[config.mk]
export PLATFORM = sky130hd
export DESIGN_NAME = synapse_array_flat
export DESIGN_NICKNAME = d
export VERILOG_FILES = /design/src/rtl/synapse_array_pkg.sv /design/src/rtl/synapse_array_if.sv /design/src/rtl/synapse_array_trace.sv /design/src/rtl/synapse_array.sv /design/src/flat_wrapper.sv
export SDC_FILE = /design/constraint.sdc
export NUM_CORES = 1
export LEC_CHECK = 0
export ABC_AREA = 1
export BUFFER_PORTS_ARGS = -buffer_cell sky130_fd_sc_hd__buf_2
export CAP_MARGIN = 0
export CORE_MARGIN = 5
export CORE_UTILIZATION = 45
export DETAILED_ROUTE_END_ITERATION = 6
export PLACE_DENSITY_LB_ADDON = 0.08
export SLEW_MARGIN = 20
export SYNTH_ARGS = -nofsm -noshare
export SYNTH_HDL_FRONTEND = slang
export SYNTH_HIERARCHICAL = 1
export SYNTH_SLANG_ARGS = --single-unit
[constraint.sdc]
create_clock -name clk -period 3.9 [get_ports clk]
set_input_delay 0.39 -clock clk [delete_from_list [all_inputs] [get_ports clk]]
set_output_delay 0.39 -clock clk [all_outputs]
set_load 0.01 [all_outputs]
[src/rtl/synapse_array_pkg.sv]
// Shared types and helpers for the synapse bank: accumulator sizing, FSM encoding, weight saturation.
// Combinational helpers only; no latency, no flow control.
package snn_pkg;

   typedef enum logic [1:0] {
      IDLE  = 2'd0,
      ACCUM = 2'd1,
      DONE  = 2'd2
   } state_e;

   function automatic int acc_dw(input int n_pre, input int w_dw);
      return w_dw + $clog2(n_pre);
   endfunction

   // Signed add clamped to the w_dw-bit two's complement range.
   function automatic int sat_add(input int w, input int delta, input int w_dw);
      longint s;
      longint hi;
      longint lo;
      s  = longint'(w) + longint'(delta);
      hi = (longint'(1) <<< (w_dw - 1)) - 1;
      lo = -(longint'(1) <<< (w_dw - 1));
      if (s > hi) begin
         return int'(hi);
      end
      if (s < lo) begin
         return int'(lo);
      end
      return int'(s);
   endfunction

endpackage

[src/rtl/synapse_array_if.sv]
// Spike, weight-write and current bundle between the spike fabric and one synapse bank.
// Wires only; spike_valid/spike_ready carry the handshake, weight writes are unconditional.
interface synapse_array_if
   import snn_pkg::*;
#(
   parameter int N_PRE = 8,
   parameter int W_DW  = 16
);
   localparam int ACC_DW = acc_dw(N_PRE, W_DW);
   localparam int IDX_W  = $clog2(N_PRE);

   logic                     spike_valid;
   logic                     spike_ready;
   logic [N_PRE-1:0]         spike_vec;
   logic                     w_we;
   logic [IDX_W-1:0]         w_addr;
   logic signed [W_DW-1:0]   w_data;
   logic signed [ACC_DW-1:0] current;
   logic                     current_valid;
   logic                     post_spike;

   modport master (
      output spike_valid, spike_vec, w_we, w_addr, w_data, post_spike,
      input  spike_ready, current, current_valid
   );

   modport slave (
      input  spike_valid, spike_vec, w_we, w_addr, w_data, post_spike,
      output spike_ready, current, current_valid
   );
endinterface

[src/rtl/synapse_array_trace.sv]
// syn_trace: per-input eligibility trace, reloaded to full scale on a spike, else decays by one per accepted vector.
// One-cycle update; follows the bank's accept strobe, no backpressure of its own.
module syn_trace #(
   parameter int T_DW = 4
) (
   input  logic            clk,
   input  logic            rst,
   input  logic            accept,
   input  logic            bit_in,
   output logic [T_DW-1:0] trace
);
   always_ff @(posedge clk) begin
      if (rst) begin
         trace <= '0;
      end else if (accept) begin
         if (bit_in) begin
            trace <= '1;
         end else if (trace != '0) begin
            trace <= trace - 1'b1;
         end
      end
   end
endmodule

[src/rtl/synapse_array.sv]
// synapse_array: sums weights of spiking inputs into one signed current; STDP learning under SYN_STDP_EN.
// Latency: current/current_valid register N_PRE+1 cycles after the accept edge (visible in cycle accept+N_PRE+2).
// Backpressure: spike_ready is high only in IDLE; weight writes are accepted in every state.
module synapse_array
   import snn_pkg::*;
#(
   parameter int N_PRE = 8,
   parameter int W_DW  = 16
`ifdef SYN_STDP_EN
   ,
   parameter int T_DW  = 4,
   parameter int LR    = 1
`endif
) (
   input logic            clk,
   input logic            rst,
   synapse_array_if.slave bus
);
   localparam int ACC_DW = acc_dw(N_PRE, W_DW);
   localparam int IDX_W  = $clog2(N_PRE);

   localparam logic [1:0] S_IDLE  = IDLE;
   localparam logic [1:0] S_ACCUM = ACCUM;
   localparam logic [1:0] S_DONE  = DONE;

   logic [1:0]               state;
   logic [IDX_W-1:0]         idx;
   logic [N_PRE-1:0]         vec_q;
   logic signed [ACC_DW-1:0] acc;
   logic signed [W_DW-1:0]   w_mem [N_PRE];
   logic signed [W_DW-1:0]   w_cur;
   logic signed [ACC_DW-1:0] w_ext;
   logic                     accept;

   assign bus.spike_ready = (state == S_IDLE);
   assign accept          = bus.spike_valid && (state == S_IDLE);
   assign w_cur           = w_mem[idx];
   assign w_ext           = {{(ACC_DW - W_DW){w_cur[W_DW-1]}}, w_cur};

   always_ff @(posedge clk) begin
      if (rst) begin
         state             <= S_IDLE;
         idx               <= '0;
         vec_q             <= '0;
         acc               <= '0;
         bus.current       <= '0;
         bus.current_valid <= 1'b0;
      end else begin
         bus.current_valid <= 1'b0;
         case (state)
            S_IDLE: begin
               if (accept) begin
                  vec_q <= bus.spike_vec;
                  acc   <= '0;
                  idx   <= '0;
                  state <= S_ACCUM;
               end
            end
            S_ACCUM: begin
               // Weight read and any same-cycle write race resolve to the old weight.
               if (vec_q[idx]) begin
                  acc <= acc + w_ext;
               end
               if (idx == IDX_W'(N_PRE - 1)) begin
                  state <= S_DONE;
               end else begin
                  idx <= idx + 1'b1;
               end
            end
            S_DONE: begin
               bus.current       <= acc;
               bus.current_valid <= 1'b1;
               state             <= S_IDLE;
            end
            default: state <= S_IDLE;
         endcase
      end
   end

`ifdef SYN_STDP_EN
   logic [T_DW-1:0]  trace_q [N_PRE];
   logic [N_PRE-1:0] trace_nz;
   logic             stdp_upd;

   assign stdp_upd = bus.post_spike && (state == S_IDLE) && !bus.spike_valid;

   for (genvar g = 0; g < N_PRE; g++) begin : g_trace
      syn_trace #(.T_DW(T_DW)) u_trace (
         .clk    (clk),
         .rst    (rst),
         .accept (accept),
         .bit_in (bus.spike_vec[g]),
         .trace  (trace_q[g])
      );
      assign trace_nz[g] = |trace_q[g];
   end
`else
   logic unused_post;
   assign unused_post = bus.post_spike;
`endif

   // Register array so a learning step can rewrite every weight in the same cycle.
   always_ff @(posedge clk) begin
      if (rst) begin
         for (int i = 0; i < N_PRE; i++) begin
            w_mem[i] <= '0;
         end
      end else begin
         for (int i = 0; i < N_PRE; i++) begin
            if (bus.w_we && (int'(bus.w_addr) == i)) begin
               w_mem[i] <= bus.w_data;
            end
`ifdef SYN_STDP_EN
            else if (stdp_upd) begin
               w_mem[i] <= W_DW'(sat_add(int'(w_mem[i]), trace_nz[i] ? LR : -LR, W_DW));
            end
`endif
         end
      end
   end

endmodule

[src/flat_wrapper.sv]
// flat-port wrapper written by rule: the top's interface ports become plain ports
module synapse_array_flat import snn_pkg::*;
#(
   parameter int N_PRE = 8,
   parameter int W_DW  = 16

)
  (clk, rst, bus_spike_valid, bus_spike_vec, bus_w_we, bus_w_addr, bus_w_data, bus_post_spike, bus_spike_ready, bus_current, bus_current_valid);
  synapse_array_if #(.N_PRE(N_PRE), .W_DW(W_DW)) bus_i ();
  input logic clk;
  input logic rst;
  input wire logic [$bits(bus_i.spike_valid)-1:0] bus_spike_valid;
  input wire logic [$bits(bus_i.spike_vec)-1:0] bus_spike_vec;
  input wire logic [$bits(bus_i.w_we)-1:0] bus_w_we;
  input wire logic [$bits(bus_i.w_addr)-1:0] bus_w_addr;
  input wire logic [$bits(bus_i.w_data)-1:0] bus_w_data;
  input wire logic [$bits(bus_i.post_spike)-1:0] bus_post_spike;
  output wire logic [$bits(bus_i.spike_ready)-1:0] bus_spike_ready;
  output wire logic [$bits(bus_i.current)-1:0] bus_current;
  output wire logic [$bits(bus_i.current_valid)-1:0] bus_current_valid;
  assign bus_i.spike_valid = bus_spike_valid;
  assign bus_i.spike_vec = bus_spike_vec;
  assign bus_i.w_we = bus_w_we;
  assign bus_i.w_addr = bus_w_addr;
  assign bus_i.w_data = bus_w_data;
  assign bus_i.post_spike = bus_post_spike;
  assign bus_spike_ready = bus_i.spike_ready;
  assign bus_current = bus_i.current;
  assign bus_current_valid = bus_i.current_valid;
  synapse_array #(.N_PRE(N_PRE), .W_DW(W_DW)) u_core (.clk(clk), .rst(rst), .bus(bus_i));
endmodule
==> metrics.csv, run 1 <==
metric;value;unit
status;completed;
finalMaxSlewViolations;0;
post_drt_wl_per_cell;16.7;um
r2r_cells;15;
cts_root_buffer;clkbuf_16;
io_buffers;51;
clk_pin_slew;0.07;ns
placed_cell_area;9090;um^2
tns;0;ns
worstPathRequired;4.26;ns
max-clock-path-buffers;2;
antenna_found_initial;0;
syn-num-nets;1028;
rows;50;
cts_sinks;183;
power_leakage;3.92;nW
grtUsageMet3;3.53;%
htree_levels;4;
clkPwrFrac;36.7;%
die_h;148;um
whs;0.203;ns
synth_cells;975;
fin_crit;3.19;ns
busiest_layer;met2;
cts_tree;done;
critPathKind;reg2reg;
grt_overflow;0;
p_sw_share;27.7;%
yosysSeqAreaShare;57.4;%
syn_to_final_growth;12.6;%
final_common_cell;nor2_1;
synth_top_cell_by_area;edfxtp_1;
ys_ff_latch;183;
endpoint_kind;register;
peakVddDrop;0.000316;V
final_cell_area;9700;um^2
met2_usage;34.7;%
die_area;22000;um^2
ctsHoldBuffers;0;
clk-insertion-delay-late;0.43;ns
syn_area_per_cell;8.84;um^2
ys_top_cells_by_area;edfxtp_1, nor2_1, dfxtp_1, o21ai_0, nand2_1;
post_cts_resized;0;
nets;1068;
wirelength;21100;um
tightestPinTransition;1.10;ns
dr.pass1.iters;5;
ys_types;35;
comb_power_share;15.8;%
io_pins;53;
crit_arrival;3.55;ns
startpoint_type;register;
grt_max_degree;65;
num_vias;6682;
ff2ff_setup_slack;0.71;ns
grtUsageTotal;19.5;%
drtIter0Drc;335;
place_hpwl;13600;um
min_path_cells;3;
core_area;18800;um^2
dp_slack;0.680;ns
max-slew-margin-rel;26.9;%
via_per_inst;5.29;
rsz0062_at_grt;false;
max_freq;0.314;GHz
n_antenna_cell;0;
synth_top_area_share;44.6;%
p_switching;0.00132;W
hold_violations;0;
finalPower;0.00476;W
cts_inserted_buffers;17;
drive_gt1_share;12.3;%
internal-power;0.00344;W
grt_pass1_wl;33100;um
post-cts-setup-buffers;0;
timing.final.crit_share;81.7;%
yosysWarnings;6;
max_cap_viol_count;0;
skew;0.00823;ns
initial_core_util;45.9;%
cp_max_fo;64;
synth.cell_area;8620;um^2
met1_usage;23.9;%
drtAntennaViolNets;0;
finalWorstSetupSlack;0.712;ns
globalplace.congestion;0.908;
grt_pass1_vias;6375;
p_per_area;490;nW/um^2
drcViolationCount;0;
final_cell_mix;nor2_1, edfxtp_1, o21ai_0, nand2_1, inv_1;
die_x;148;um
finalSetupViolCount;0;
min_path_type;in2reg;
p_seq_share;47.5;%
flip-flops by register name, indices dropped and copies added, names as in the netlist, named ones only:
signal	flops
u_core/idx	3
u_core/bus.current	19
u_core/vec_q	8
u_core/w_mem	128
u_core/state	2
u_core/acc	19
u_core/bus.current_valid	1
cell usage after synthesis:
| master | number |
|---|---|
| nand2_4 | 2 |
| clkbuf_1 | 31 |
| nor2_1 | 306 |
| nand3_1 | 34 |
| o21ai_2 | 1 |
| o21ai_0 | 118 |
| a211oi_1 | 2 |
| inv_1 | 57 |
| o211ai_1 | 2 |
| buf_1 | 2 |
| inv_2 | 3 |
| o21ai_1 | 3 |
| a21oi_2 | 7 |
| ha_1 | 20 |
| nand2_2 | 6 |
| nor3_1 | 7 |
| inv_6 | 1 |
| o211a_1 | 1 |
| buf_12 | 1 |
| o22ai_1 | 15 |
| nand3b_1 | 4 |
| fa_1 | 1 |
| or2_2 | 4 |
| nand2_1 | 96 |
| dfxtp_1 | 55 |
| buf_2 | 8 |
| nand3_2 | 1 |
| a31oi_1 | 15 |
| a21boi_0 | 1 |
| edfxtp_1 | 128 |
| nor4_1 | 4 |
| a21oi_1 | 34 |
| nand4_1 | 3 |
| clkbuf_8 | 1 |
| nor2_2 | 1 |
power by group through the flow:
stage | clock [W] | combinational, W | sequential [W]
floorplan | 0 | 0.000553 | 0.00229
global placement | 0 | 0.000743 | 0.00230
detailed placement | 0 | 0.000749 | 0.00230
CTS | 0.00179 | 0.000751 | 0.00226
global route | 0.00186 | 0.000850 | 0.00227
finish | 0.00175 | 0.000750 | 0.00226
metal layers:
| layer | share of wire, % | vias to the layer above |
|---|---|---|
| li1 | - | 3386 |
| met1 | 45 | 3125 |
| met2 | 49 | 136 |
| met3 | 3.9 | 35 |
| met4 | 2.0 | 0 |
| met5 | 0 | - |
area by class of cell:
class / instances / area (um^2)
Clock buffer: 19 / 454
Clock inverter: 13 / 145
Fill cell: 1786 / 9070
Inverter: 61 / 234
Multi-Input combinational cell: 688 / 3260
Sequential cell: 183 / 4950
Tap cell: 234 / 293
Timing Repair Buffer: 64 / 365
per-stage QoR:
stage               std cells  util (%)
detailed placement       1230      48.5
floorplan                 975         -
finish                   1262      51.7
global route             1262      51.7
CTS                      1262      51.6
global placement         1230      48.5
worst paths after layout:
path / from / end
min: bus_spike_vec[4] / u_core/vec_q[4]
min reg2reg: u_core/bus.current[13] / u_core/bus.current[13]
max: register / u_core/acc[17]
max reg2reg: register / u_core/acc[17]
cells by family after synthesis:
kind of cell	Yosys count	share of synthesized area [%]
flip-flops	183	57.4
buffers and inverters	104	5.01
AND/OR/NAND/NOR	468	21.9
adder cells (fa/ha/maj)	21	3.14
AO/OA/AOI/OAI	199	12.5
critical path, cell delays in order (launching register included):
cell and delay [ns]:
dfxtp_2 0.34, buf_4 0.55, o21ai_0 0.19, o22ai_1 0.23, nor2_1 0.08, a31oi_1 0.36, ha_1 0.36, nand2_1 0.18
nor2_1 0.10, nand3_1 0.09, nand3_1 0.16, nand2_1 0.14, nand2_1 0.06, nand2_1 0.06, nand3_1 0.07, a21oi_1 0.13
(Power assumes the default switching activity.)
==> run 2, diff against run 1 <==
- clock period: 3.9 -> 3.3 ns (I/O delays scaled with it)
==> run 2 against run 1 <==
  * Cell area rose by 0.27%
  * Utilization up 0.14 points
  * Clock skew rose by 0.0078 ns
  * Clock-buffer cell count is 1 lower
  * Sequential cell count is the same
  * Worst setup slack worse by 0.34 ns
  * Sequential share of layout area shrank 0.14 points
  * Clock power rose by 9%
  * Register-to-register slack got worse by 0.34 ns
  * Highest routed layer unchanged
  * Hold slack got worse by 0.060 ns
  * Largest power group unchanged
  * Sequential power increased by 18%
  * Fmax is 9.0% higher
==> metrics.csv, run 2 (same netlist as run 1, synthesis figures left out) <==
metric;value;unit;change
hold_violations;0;;unchanged
drive_gt1_share;12.6;%;was 12.3%
stdcell_count;1268;;was 1,262
comb_power_share;16.4;%;was 15.8%
max-clock-path-buffers;2;;unchanged
antenna_found_initial;0;;unchanged
die_area;22000;um^2;unchanged
final_cell_mix;nor2_1, edfxtp_1, o21ai_0, nand2_1, inv_1;;unchanged
dr.pass1.iters;5;;unchanged
worstPathRequired;3.59;ns;was 4.26 ns
core_area;18800;um^2;unchanged
initial_core_util;45.9;%;unchanged
io_buffers;51;;unchanged
crit_arrival;3.22;ns;was 3.55 ns
grt_pass1_vias;6424;;was 6,375
max_freq;0.342;GHz;was 0.314 GHz
cts_inserted_buffers;17;;unchanged
dp.cells;1236;;was 1,230
clk-insertion-delay-late;0.43;ns;about the same
tns;0;ns;unchanged
finalMaxSlewViolations;0;;unchanged
p_sw_share;29.0;%;was 27.7%
post_cts_resized;0;;unchanged
drtIter0Drc;423;;was 335
grt_pass1_wl;33600;um;was 33,100 um
globalplace.congestion;0.888;;was 0.908
critPathKind;reg2reg;;unchanged
cts_root_buffer;clkbuf_16;;unchanged
via_per_inst;5.27;;was 5.29
nets;1074;;was 1,068
max-slew-margin-rel;36.7;%;was 26.9%
wirelength;21200;um;was 21,100 um
n_antenna_cell;0;;unchanged
p_per_area;562;nW/um^2;was 490 nW/um^2
skew;0.0160;ns;was 0.00823 ns
worstHoldStart;bus_spike_vec[0];;was bus_spike_vec[4]
num_vias;6683;;was 6,682
grt_max_degree;65;;unchanged
register_area;4950;um^2;unchanged
finalSetupViolCount;0;;unchanged
post-cts-setup-buffers;0;;unchanged
p_switching;0.00158;W;was 0.00132 W
tightestPinTransition;0.947;ns;was 1.10 ns
drtAntennaViolNets;0;;unchanged
min_path_type;in2reg;;unchanged
reg_top3;u_core/w_mem x128, u_core/acc x19, u_core/bus.current x19;;unchanged
n_fill_cell;1794;;was 1,786
ctsHoldBuffers;0;;unchanged
max_cap_viol_count;0;;unchanged
clk_pin_slew;0.07;ns;about the same
cts_tree;done;;unchanged
die_x;148;um;unchanged
multi_input_area;3270;um^2;was 3260 um^2
power_leakage;3.91;nW;was 3.92 nW
clkPwrFrac;34.8;%;was 36.7%
drcViolationCount;0;;unchanged
io_pins;53;;unchanged
grt_overflow;0;;unchanged
fin_crit;2.93;ns;was 3.19 ns
die_h;148;um;unchanged
p_seq_share;48.8;%;was 47.5%
largest_register;u_core/w_mem;;unchanged
final_common_cell;nor2_1;;unchanged
internal-power;0.00388;W;was 0.00344 W
place_hpwl;13300;um;was 13,600 um
peakVddDrop;0.000351;V;was 0.000316 V
startpoint_type;register;;unchanged
status;completed;;unchanged
grtUsageTotal;19.7;%;was 19.5%
rsz0062_at_grt;false;;unchanged
largest_reg_flops;128;;unchanged
syn_to_final_growth;12.9;%;was 12.6%
cts_sinks;183;;unchanged
endpoint_kind;register;;unchanged
cp_max_fo;24;;was 64
rows;50;;unchanged
post_drt_wl_per_cell;16.7;um;about the same
timing.final.crit_share;88.7;%;was 81.7%
htree_levels;4;;unchanged
-- run 2: cell types whose count changed in the layout (fill, tap and decap cells not counted), sizes merged --
cell	before	now
clkinvlp	0	3
clkinv	3	5
inv	68	67
clkbuf	19	18
bufinv	3	0
buf	64	70
-- run 2: worst paths after layout --
path | end | slack [ns] | depth (start not counted)
setup / recovery | u_core/acc[18] | 0.37 | 15
setup reg to reg | u_core/acc[18] | 0.37 | 15
hold / removal | u_core/vec_q[0] | 0.14 | 3
hold reg to reg | u_core/bus.current[11] | 0.47 | 2
-- run 2: layout make-up --
class | instances | area share, %
Multi-Input combinational cell | 688 | 33.6
Inverter | 61 | 2.41
Tap cell | 234 | 3.01
Sequential cell | 183 | 50.8
Timing Repair Buffer | 70 | 4.48
Clock inverter | 14 | 1.22
Clock buffer | 18 | 4.41
-- run 2: critical path: stages (launching register included) --
cell	delay, ns
dfxtp_1	0.36
inv_1	0.07
buf_4	0.29
o21ai_0	0.15
o22ai_1	0.23
nor2_1	0.07
a31oi_1	0.25
ha_1	0.34
nand2_1	0.16
inv_1	0.05
a21oi_1	0.23
nand3_1	0.20
a21oi_1	0.18
nand2_1	0.07
nand3_1	0.08
a21oi_2	0.06
-- run 2: power by group through the flow --
stage          clock, W  sequential [W]  combinational (W)
6_report        0.00190         0.00267           0.000895
5_1_grt         0.00204         0.00268            0.00101
4_1_cts         0.00195         0.00267           0.000898
3_5_place_dp          0         0.00272           0.000893
3_3_place_gp          0         0.00272           0.000882
2_1_floorplan         0         0.00270           0.000653
-- run 2: layer usage --
layer / global-route usage [%] / up-vias / wire, um
met4: 5.73 / 0 / 431
met2: 34.1 / 161 / 10400
li1: - / 3394 / -
met3: 4.11 / 26 / 999
met5: 0 / - / 0
met1: 24.9 / 3102 / 9290
-- run 2: per-stage QoR --
| stage | setup WS [ns] | total power [W] | cell area (um^2) | hold WS (ns) | utilization, % |
|---|---|---|---|---|---|
| 2_1_floorplan | 0.834 | 0.00335 | 8620 | 0.450 | - |
| 4_1_cts | 0.417 | 0.00551 | 9710 | 0.131 | 51.7 |
| 5_1_grt | 0.101 | 0.00574 | 9730 | 0.139 | 51.8 |
| 6_report | 0.374 | 0.00546 | 9730 | 0.143 | 51.8 |
| 3_5_place_dp | 0.471 | 0.00361 | 9160 | 0.467 | 48.8 |
| 3_3_place_gp | 0.485 | 0.00360 | 9160 | 0.457 | 48.8 |
==> run 3, diff against run 2 <==
- RECOVER_POWER: default -> 100
==> run 3 against run 2 <==
  * The run now ends with max-capacitance violations, max-slew violations left
  * Sequential share of layout area is 0.62 points higher
  * Cell count stayed put
  * Clock power hardly changed
  * Highest routed layer unchanged
==> metrics.csv, run 3 (same netlist as run 1, synthesis figures left out) <==
metric;value;unit;change
num_vias;6650;;was 6,683
critPathKind;reg2reg;;unchanged
ff2ff_setup_slack;0.36;ns;was 0.37 ns
rows;50;;unchanged
max_cap_viol_count;2;;was 0
dr.pass1.iters;5;;unchanged
cp_slowest_cell;dfxtp_1;;unchanged
cts_root_buffer;clkbuf_16;;unchanged
power_leakage;3.77;nW;was 3.91 nW
fin_crit;2.94;ns;was 2.93 ns
wirelength;21100;um;was 21,200 um
endpoint_kind;register;;unchanged
core_area;18800;um^2;unchanged
finalPower;0.00545;W;was 0.00546 W
cp_top_family;compound AO/OA/AOI/OAI gates;;unchanged
worstPathRequired;3.60;ns;was 3.59 ns
place_hpwl;13300;um;unchanged
p_per_area;567;nW/um^2;was 562 nW/um^2
die_area;22000;um^2;unchanged
max-slew-margin-rel;-41.1;%;was 36.7%
grt_overflow;0;;unchanged
max-clock-path-buffers;2;;unchanged
worstHoldStart;bus_spike_vec[0];;unchanged
crit_chain;inv_1, buf_4, o21ai_0, o22ai_1, nor2_1, a31oi_1, ha_1, nand2_1, inv_1, a21oi_1, nand3_1, a21oi_1, nand2_1, nand3_1, a21oi_2;;unchanged
tns;0;ns;unchanged
largest_reg_flops;128;;unchanged
post_cts_resized;0;;unchanged
drtIter0Drc;451;;was 423
violations;max-capacitance violations, max-slew violations;;
n_antenna_cell;0;;unchanged
drive_gt1_share;8.41;%;was 12.6%
crit_arrival;3.23;ns;was 3.22 ns
grt_max_degree;65;;unchanged
cp_slowest_stage_delay;0.36;ns;about the same
finish.utilization;51.2;%;was 51.8%
clk-insertion-delay-late;0.43;ns;about the same
min_path_type;in2reg;;unchanged
initial_core_util;45.9;%;unchanged
startpoint_type;register;;unchanged
dp_slack;0.471;ns;unchanged
final_common_cell;nor2_1;;unchanged
grt_pass1_vias;6424;;unchanged
r2r_cells;15;;unchanged
cts_inserted_buffers;17;;unchanged
cts_tree;done;;unchanged
antenna_found_initial;0;;unchanged
post_drt_wl_per_cell;16.7;um;about the same
finalWorstSetupSlack;0.365;ns;was 0.374 ns
finalSetupViolCount;0;;unchanged
hold_violations;0;;unchanged
cp_max_fo;24;;unchanged
rsz0062_at_grt;false;;unchanged
ctsHoldBuffers;0;;unchanged
cp_num_cells;15;;unchanged
globalplace.congestion;0.888;;unchanged
cp_num_buf_inv;3;;unchanged
status;complete, but fails checks;;was completed
min_path_cells;3;;unchanged
nets;1074;;unchanged
max_freq;0.341;GHz;was 0.342 GHz
htree_levels;4;;unchanged
post-cts-setup-buffers;0;;unchanged
final_cell_mix;nor2_1, edfxtp_1, o21ai_0, nand2_1, inv_1;;unchanged
timing.final.crit_share;89.0;%;was 88.7%
die_h;148;um;unchanged
drcViolationCount;0;;unchanged
via_per_inst;5.24;;was 5.27
io_pins;53;;unchanged
io_buffers;51;;unchanged
peakVddDrop;0.000351;V;about the same
clk_pin_slew;0.07;ns;about the same
grtUsageTotal;19.7;%;unchanged
reg2reg_to;u_core/acc[18];;unchanged
die_x;148;um;unchanged
reg_top3;u_core/w_mem x128, u_core/acc x19, u_core/bus.current x19;;unchanged
finalMaxSlewViolations;34;;was 0
tightestPinTransition;2.10;ns;was 0.947 ns
skew;0.0137;ns;was 0.0160 ns
cts_sinks;183;;unchanged
largest_register;u_core/w_mem;;unchanged
grt_pass1_wl;33600;um;unchanged
hold_end;u_core/vec_q[0];;unchanged
drtAntennaViolNets;0;;unchanged
syn_to_final_growth;11.5;%;was 12.9%
## run 3: worst max path at each step
stage	endpoint	slack, ns
finish	u_core/acc[18]	0.36
global route	u_core/acc[18]	0.10
CTS	u_core/acc[18]	0.42
detailed placement	u_core/acc[15]	0.47
global placement	u_core/acc[17]	0.48
floorplan	u_core/acc[6]	0.83
## run 3: per-stage QoR
step	cells	instance area, um^2	hold WS [ns]
6_report	1268	9610	0.142
3_3_place_gp	1236	9160	0.457
5_1_grt	1268	9610	0.140
2_1_floorplan	975	8620	0.450
3_5_place_dp	1236	9160	0.467
4_1_cts	1268	9710	0.131
## run 3: cell type report
| type | count | area (um^2) |
|---|---|---|
| tap | 234 | 293 |
| fill | 1829 | 9160 |
| clock inverter | 14 | 119 |
| inverter | 61 | 234 |
| sequential | 183 | 4950 |
| multi-input combinational | 688 | 3220 |
| clock buffer | 18 | 429 |
| timing repair buffer | 70 | 365 |
## run 3: where the power goes
part	total [W]	internal (W)	switching, W
Combinational	0.000881	0.000277	0.000604
Sequential	0.00267	0.00261	0.0000582
Clock	0.00190	0.000984	0.000917
Total	0.00545	0.00387	0.00158
## run 3: worst register-to-register path, delay by kind of cell (launching register included)
kind                       cells  cell delay (ns)
adders and majority gates      1             0.34
and+or+nand+nor                5             0.58
AOI/OAI and AO/OA              6             1.12
DFF                            1             0.36
buffers and inverters          3             0.41
## run 3: per-layer routing
layer / part of all wire (%) / GRT usage [%] / vias up
li1: - / - / 3399
met4: 2.0 / 5.73 / 0
met3: 3.7 / 4.11 / 27
met1: 45 / 24.9 / 3108
met2: 49 / 34.1 / 116
met5: 0 / 0 / -
